File: config.mk
export PLATFORM = sky130hd
export DESIGN_NAME = ram_arbiter
export DESIGN_NICKNAME = d
export VERILOG_FILES = /design/src/rtl/ram_arbiter.sv
export SDC_FILE = /design/constraint.sdc
export NUM_CORES = 1
export LEC_CHECK = 0
export ABC_AREA = 1
export CORE_MARGIN = 2
export CORE_UTILIZATION = 40
export DETAILED_ROUTE_END_ITERATION = 10
export PLACE_DENSITY = 0.81
export SYNTH_ARGS = -nofsm -noshare
export SYNTH_HDL_FRONTEND = slang
export SYNTH_SLANG_ARGS = --single-unit
File: constraint.sdc
create_clock -name clk -period 1.6 [get_ports clk]
set_input_delay 0.32 -clock clk [delete_from_list [all_inputs] [get_ports clk]]
set_output_delay 0.32 -clock clk [all_outputs]
set_load 0.05 [all_outputs]
File: src/rtl/ram_arbiter.sv
// ram_arbiter: round-robin arbiter granting two requesters access to one shared RAM.
// Each access walks IDLE -> SERVE -> ACK; the RAM is driven only during SERVE.
`default_nettype none

module ram_arbiter #(
  parameter int DATA_W = 8,
  parameter int ADDR_W = 8
) (
  input  logic              clk,
  input  logic              rst,
  input  logic              req_a,
  input  logic              req_b,
  input  logic              we_a,
  input  logic              we_b,
  input  logic [ADDR_W-1:0] addr_a,
  input  logic [ADDR_W-1:0] addr_b,
  input  logic [DATA_W-1:0] wdata_a,
  input  logic [DATA_W-1:0] wdata_b,
  output logic              ack_a,
  output logic              ack_b,
  output logic [DATA_W-1:0] rdata_a,
  output logic [DATA_W-1:0] rdata_b,
  output logic [ADDR_W-1:0] ram_addr,
  output logic [DATA_W-1:0] ram_din,
  output logic              ram_sel,
  input  logic [DATA_W-1:0] ram_dout,
  output logic              busy,
  output logic              owner
);

  typedef enum logic [1:0] {
    IDLE  = 2'd0,
    SERVE = 2'd1,
    ACK   = 2'd2
  } state_t;

  state_t              state_q, state_d;
  logic                owner_q, owner_d;
  logic                last_owner_q, last_owner_d;
  logic [ADDR_W-1:0]   addr_hold_q;
  logic [DATA_W-1:0]   din_hold_q;
  logic [DATA_W-1:0]   rdata_a_q, rdata_b_q;

  logic                w_serve;
  logic                w_we;
  logic [ADDR_W-1:0]   w_addr;
  logic [DATA_W-1:0]   w_wdata;

  always_comb begin
    state_d      = state_q;
    owner_d      = owner_q;
    last_owner_d = last_owner_q;
    case (state_q)
      IDLE: begin
        // Contention goes to whoever did not win last time.
        if (req_a && req_b) begin
          owner_d      = ~last_owner_q;
          last_owner_d = ~last_owner_q;
          state_d      = SERVE;
        end else if (req_a) begin
          owner_d      = 1'b0;
          last_owner_d = 1'b0;
          state_d      = SERVE;
        end else if (req_b) begin
          owner_d      = 1'b1;
          last_owner_d = 1'b1;
          state_d      = SERVE;
        end
      end
      SERVE:   state_d = ACK;
      ACK:     state_d = IDLE;
      default: state_d = IDLE;
    endcase
  end

  always_ff @(posedge clk or posedge rst) begin
    if (rst) begin
      state_q      <= IDLE;
      owner_q      <= 1'b0;
      last_owner_q <= 1'b1;
    end else begin
      state_q      <= state_d;
      owner_q      <= owner_d;
      last_owner_q <= last_owner_d;
    end
  end

  assign w_serve = (state_q == SERVE);
  assign w_we    = owner_q ? we_b    : we_a;
  assign w_addr  = owner_q ? addr_b  : addr_a;
  assign w_wdata = owner_q ? wdata_b : wdata_a;

  // Address and data track the owner in SERVE and hold afterwards.
  always_ff @(posedge clk or posedge rst) begin
    if (rst) begin
      addr_hold_q <= '0;
      din_hold_q  <= '0;
      rdata_a_q   <= '0;
      rdata_b_q   <= '0;
    end else if (w_serve) begin
      addr_hold_q <= w_addr;
      din_hold_q  <= w_wdata;
      if (!w_we) begin
        if (owner_q) rdata_b_q <= ram_dout;
        else         rdata_a_q <= ram_dout;
      end
    end
  end

  assign ram_addr = w_serve ? w_addr  : addr_hold_q;
  assign ram_din  = w_serve ? w_wdata : din_hold_q;
  assign ram_sel  = w_serve & w_we;
  assign ack_a    = (state_q == ACK) & ~owner_q;
  assign ack_b    = (state_q == ACK) &  owner_q;
  assign busy     = (state_q != IDLE);
  assign owner    = owner_q;
  assign rdata_a  = rdata_a_q;
  assign rdata_b  = rdata_b_q;

endmodule

`default_nettype wire

==> metrics.cfg, run 1 <==
[outcome]
status = complete, but fails checks
violations = negative setup slack

[global_routing]
grt.overflow.total = 0
grt_pass1_vias = 1610
grt_usage_pct = 20.41
grt_max_degree = 21
antenna_found_initial = 0
grt_first_pass_wirelength_mm = 7.072

[place]
placed_area_um2 = 2831
numPortBuffers = 82
place_hpwl_mm = 3.416
gp_congestion = 0.8250

[synth]
synth_warnings = 0
synth-simple-area-share_pct = 40.34
synthFlopType = dfrtp_1
synth_area_um2 = 1638
synth_seq_cells = 36
synth_top_family_by_area = simple AND/OR/NAND/NOR gates
yosys.area.top_type = dfrtp_1
synth_edf_count = 0
yosysUniqueCellTypes = 12
synth_xor_area_share_pct = 0
synth_area_per_cell_um2 = 7.689
synth_commonest_cells = nand2_1, dfrtp_1, nand3_1, inv_1, buf_4
postSynth.asyncResetShare_pct = 100.0
synth_top_cell_area_share_pct = 53.48
synthAdderAreaFrac_pct = 0
synth.most_common_cell = nand2_1
synth-compound-area-share_pct = 0
synth-seq-area-share_pct = 55.08
syn_nets = 259
synth_area_leaders = dfrtp_1, nand2_1, nand3_1
synthMuxAreaShare_pct = 0
synth_cells = 213

[clock_network]
cts_buffers = 5
cts.clk_slew.worst_paths_ns = 0.07
insertion_delay_ns = 0.28
htree_levels = 2
cts_tree = yes
cts.sinks = 36
cts_hold_buf = 0
cts_max_path_buffers = 2
root_buffer = clkbuf_8

[drt]
ant_nets = 0
via_per_inst = 4.680
wl_per_cell_um = 13.85
wirelength_mm = 5.026
first_pass_iters = 6
vias = 1699
drt_iter0_markers = 61
drc = 0

[timing]
final_hold_viol_count = 0
rsz0062_at_grt = true
tightest_slew_ns = 0.2555
finalSetupViolations = 18
min_period_ns = 1.678
slew_headroom_pct = 82.97
worst_slack_ns = -0.07794
timing.final.crit_share_pct = 104.9
fmax_mhz = 596.0
skew_ns = 0.007859
slew_violations = 0

[finish]
fillers = 264
drive_gt1_share_pct = 33.55
final_cell_area_um2 = 3115
area_delta_synth_final_pct = 90.22
diodes = 0
nNetsFinal = 359

[floorplan]
row_count = 23
dieHeight_um = 67.99
dieArea_um2 = 4623
chipWidth_um = 67.99
io_pins = 83
start_util_pct = 41.24
coreArea_um2 = 3971

[critical_path]
crit_type = flip-flop to output pin
cp-start-kind = flip-flop
reg2reg_depth = 7
crit_path_end_kind = output pin
worst_ep_required_time_ns = 1.28
crit_arrival_ns = 1.36
rrSetupSlack_ns = 0.22
r2r_end = rdata_a[4]
crit_fanout = 12
rr_startpoint = state_q[0]

[run]
drv_cap = 0

[worst_hold_path]
hp-class = input pin to async pin

-- layout make-up --
class	count	area [µm²]	area share, %
clock buffers	7	96.34	3.092
multi-input cells	163	840.8	26.99
well taps	50	62.56	2.008
repair buffers	99	1167	37.47
inverters	8	42.54	1.365
flip-flops and latches	36	905.9	29.08
-- registers in the layout, summed over array words and instances (netlist names) --
register	cells
addr_hold_q	8
din_hold_q	8
last_owner_q	1
rdata_a	8
state_q	2
owner	1
rdata_b	8
-- worst max-delay path: stages, from the launching register on --
cell	delay, ns
dfrtp_2	0.46
buf_12	0.17
nor2_4	0.05
nor3_4	0.22
buf_12	0.16
-- how the worst max path moves through the flow --
stage,startpoint,to
CTS,owner,ram_din[2]
global route,owner,ram_din[2]
global placement,we_a,ram_sel
finish,owner,ram_sel
detailed placement,we_a,ram_sel
floorplan,owner,ack_b
-- cell families after synthesis --
group                  after synthesis
buffers and inverters               15
AND/OR/NAND/NOR                    162
flip-flops                          36
-- repair_timing --
item                                    CTS  global route
hold endpoints to repair                  0             0
setup buffers                             0             7
resized for setup                        19            17
gates cloned                              0             1
pin swaps                                 3             7
endpoints found under the setup margin   18            19
-- stage by stage --
step	cells	hold slack [ns]	setup TNS, ns	setup WS [ns]	utilization [%]
final	363	0.3685	-0.9257	-0.07794	78.45
after global routing	363	0.4093	-2.205	-0.1469	78.45
after CTS	355	0.3749	-0.9798	-0.06968	75.24
after global placement	348	0.4529	0	0.03391	71.30
after detailed placement	348	0.4607	0	0.01118	71.30
after floorplan	213	0.4426	-0.03598	-0.03598	-
-- metal layers --
metal	part of all wire (%)	track usage [%]	up-vias	routed length (µm)
li1	-	-	848	-
met1	42	25.45	798	2115
met2	53	35.07	49	2664
met3	4.4	4.441	4	222
met4	0.46	6.750	0	23
met5	0	0	-	0
-- cells in the final DEF, fill, tap and decap left out --
cell type        count
clkdlybuf4s50_1     45
inv_8                1
buf_6                3
nand2_4              8
nor2_4               4
buf_4               27
nand2_1            110
dfrtp_1             32
inv_2                2
inv_6                1
dfstp_2              1
nand3_1             17
clkbuf_8             7
inv_1                4
nand2_8              2
nor3_4               3
nand2_2             19
dfrtp_2              3
buf_12              24
Power of run 1 is not shown: default switching activity piles up to over one toggle a cycle in this logic, so the estimate is an artifact.
==> inputs of run 2 (changes only) <==
--- a/config.mk
+++ b/config.mk
@@ -6,7 +6,7 @@
 export NUM_CORES = 1
 export LEC_CHECK = 0
 export ABC_AREA = 1
-export CORE_MARGIN = 2
+export CORE_MARGIN = 1.5
 export CORE_UTILIZATION = 40
 export DETAILED_ROUTE_END_ITERATION = 10
 export PLACE_DENSITY = 0.81
==> run 2 against run 1 <==
  * The run still ends with negative setup slack left
  * Critical path depth up 2
  * Clock skew down 0.0041 ns
  * Non-clock buffer count unchanged
  * Via count unchanged
  * First-iteration DRC count down 18%
  * Worst setup slack better by 0.019 ns
  * Die area down 2.9%
  * Sequential share of layout area about the same
  * Utilization down 0.13 points
  * Clock-buffer cell count unchanged
  * Register-to-register slack worse by 0.07 ns
==> metrics.cfg, run 2 (synthesis results as in run 1) <==
[floorplan]
io_pins = 83  ; unchanged
chipWidth_um = 66.99  ; was 67.99 µm
dieHeight_um = 66.99  ; was 67.99 µm
dieArea_um2 = 4488  ; was 4623 µm²
start_util_pct = 41.24  ; unchanged
coreArea_um2 = 3971  ; unchanged
row_count = 23  ; unchanged

[clock_network]
cts_max_path_buffers = 2  ; unchanged
insertion_delay_ns = 0.28  ; about the same
cts.sinks = 36  ; unchanged
cts.clk_slew.worst_paths_ns = 0.06  ; was 0.07 ns
cts_tree = yes  ; unchanged
cts_buffers = 5  ; unchanged
htree_levels = 2  ; unchanged
root_buffer = clkbuf_8  ; unchanged

[critical_path]
crit_path_end_kind = output pin  ; unchanged
crit_fanout = 18  ; was 12
worst_ep_required_time_ns = 1.28  ; about the same
cp-start-kind = flip-flop  ; unchanged
crit_arrival_ns = 1.34  ; was 1.36 ns
crit_type = flip-flop to output pin  ; unchanged

[outcome]
violations = negative setup slack  ; unchanged
status = complete, but fails checks  ; unchanged

[finish]
nNetsFinal = 359  ; unchanged
area_delta_synth_final_pct = 89.92  ; was 90.22%
drive_gt1_share_pct = 33.44  ; was 33.55%
layout_commonest_cell = nand2_1  ; unchanged
most-common-layout-cells = nand2_1, clkdlybuf4s50_1, dfrtp_1, buf_4, buf_12  ; unchanged
diodes = 0  ; unchanged
fillers = 265  ; was 264

[timing]
min_period_ns = 1.659  ; was 1.678 ns
slew_headroom_pct = 81.89  ; was 82.97%
rsz0062_at_grt = true  ; unchanged
timing.final.crit_share_pct = 103.7  ; was 104.9%
final_hold_viol_count = 0  ; unchanged
setup_tns_ns = -0.6601  ; was -0.9257 ns
slew_violations = 0  ; unchanged
worst_slack_ns = -0.05936  ; was -0.07794 ns
tightest_slew_ns = 0.2717  ; was 0.2555 ns
fmax_mhz = 602.6  ; was 596.0 MHz
skew_ns = 0.003800  ; was 0.007859 ns
finalSetupViolations = 18  ; unchanged

[global_routing]
grt_first_pass_wirelength_mm = 7.272  ; was 7.072 mm
grt_max_degree = 23  ; was 21
grt.overflow.total = 0  ; unchanged
grt_pass1_vias = 1638  ; was 1610
antenna_found_initial = 0  ; unchanged
grt_usage_pct = 21.70  ; was 20.41%

[drt]
wl_per_cell_um = 12.88  ; was 13.85 µm
first_pass_iters = 4  ; was 6
drc = 0  ; unchanged
wirelength_mm = 4.690  ; was 5.026 mm
vias = 1699  ; unchanged
drt_iter0_markers = 50  ; was 61
ant_nets = 0  ; unchanged
via_per_inst = 4.668  ; was 4.680

[place]
place_hpwl_mm = 3.404  ; was 3.416 mm
gp_congestion = 0.8152  ; was 0.8250
numPortBuffers = 82  ; unchanged

[run]
drv_cap = 0  ; unchanged

[worst_hold_path]
hp-class = input pin to async pin  ; unchanged

## run 2: repair_timing
| item | CTS | global route |
|---|---|---|
| setup buffers | 6 | 3 |
| gates resized for setup | 30 | 3 |
| cloned | 0 | 1 |
| endpoints found under the hold margin | 0 | 0 |
| hold buffers | 0 | 0 |
| setup endpoints to repair | 18 | 20 |
| pin swaps | 5 | 1 |
## run 2: through the flow
| stage | hold slack [ns] | util [%] | area [µm²] | std cells | setup WS (ns) |
|---|---|---|---|---|---|
| floorplan | 0.4426 | - | 1739 | 213 | -0.03598 |
| global placement | 0.4553 | 71.24 | 2829 | 346 | 0.03815 |
| detailed placement | 0.4608 | 71.24 | 2829 | 346 | 0.02023 |
| CTS | 0.3662 | 77.22 | 3067 | 360 | -0.06953 |
| global route | 0.4017 | 78.32 | 3110 | 364 | -0.1337 |
| finish | 0.3608 | 78.32 | 3110 | 364 | -0.05936 |
## run 2: worst max-delay path, cell delays in order, from the launching register on
cell and delay [ns]:
dfrtp_2 0.47, inv_8 0.15, nand2_1 0.08, nand2_1 0.07
nand2_1 0.06, nand2_2 0.10, buf_12 0.14
## run 2: final cells by class
class / count / area (µm²) / area share (%)
Clock inverter: 1 / 5.005 / 0.1609
Inverter: 8 / 40.04 / 1.287
Multi-Input combinational cell: 163 / 837.1 / 26.91
Sequential cell: 36 / 905.9 / 29.12
Clock buffer: 7 / 76.32 / 2.454
Tap cell: 50 / 62.56 / 2.011
Timing Repair Buffer: 99 / 1184 / 38.05
## run 2: final timing paths
path                            slack [ns]    startpoint  depth (start not counted)        endpoint
min in group clk                      0.48  last_owner_q                          2    last_owner_q
worst min-delay path                  0.36           rst                          3   din_hold_q[6]
worst max-delay path                 -0.06         owner                          6     ram_addr[4]
worst min register to register        0.48  last_owner_q                          2    last_owner_q
worst max register to register        0.15    state_q[0]                          8      rdata_a[3]
max in group asynchronous             0.98           rst                          3  addr_hold_q[4]
## run 2: routing by layer
metal	GRT usage [%]	up-vias	wire length (µm)
li1	-	855	-
met1	24.57	780	1812
met2	39.00	57	2512
met3	6.419	7	308
met4	6.633	0	57
met5	0	-	0
Power of run 2 is left out for the same reason.
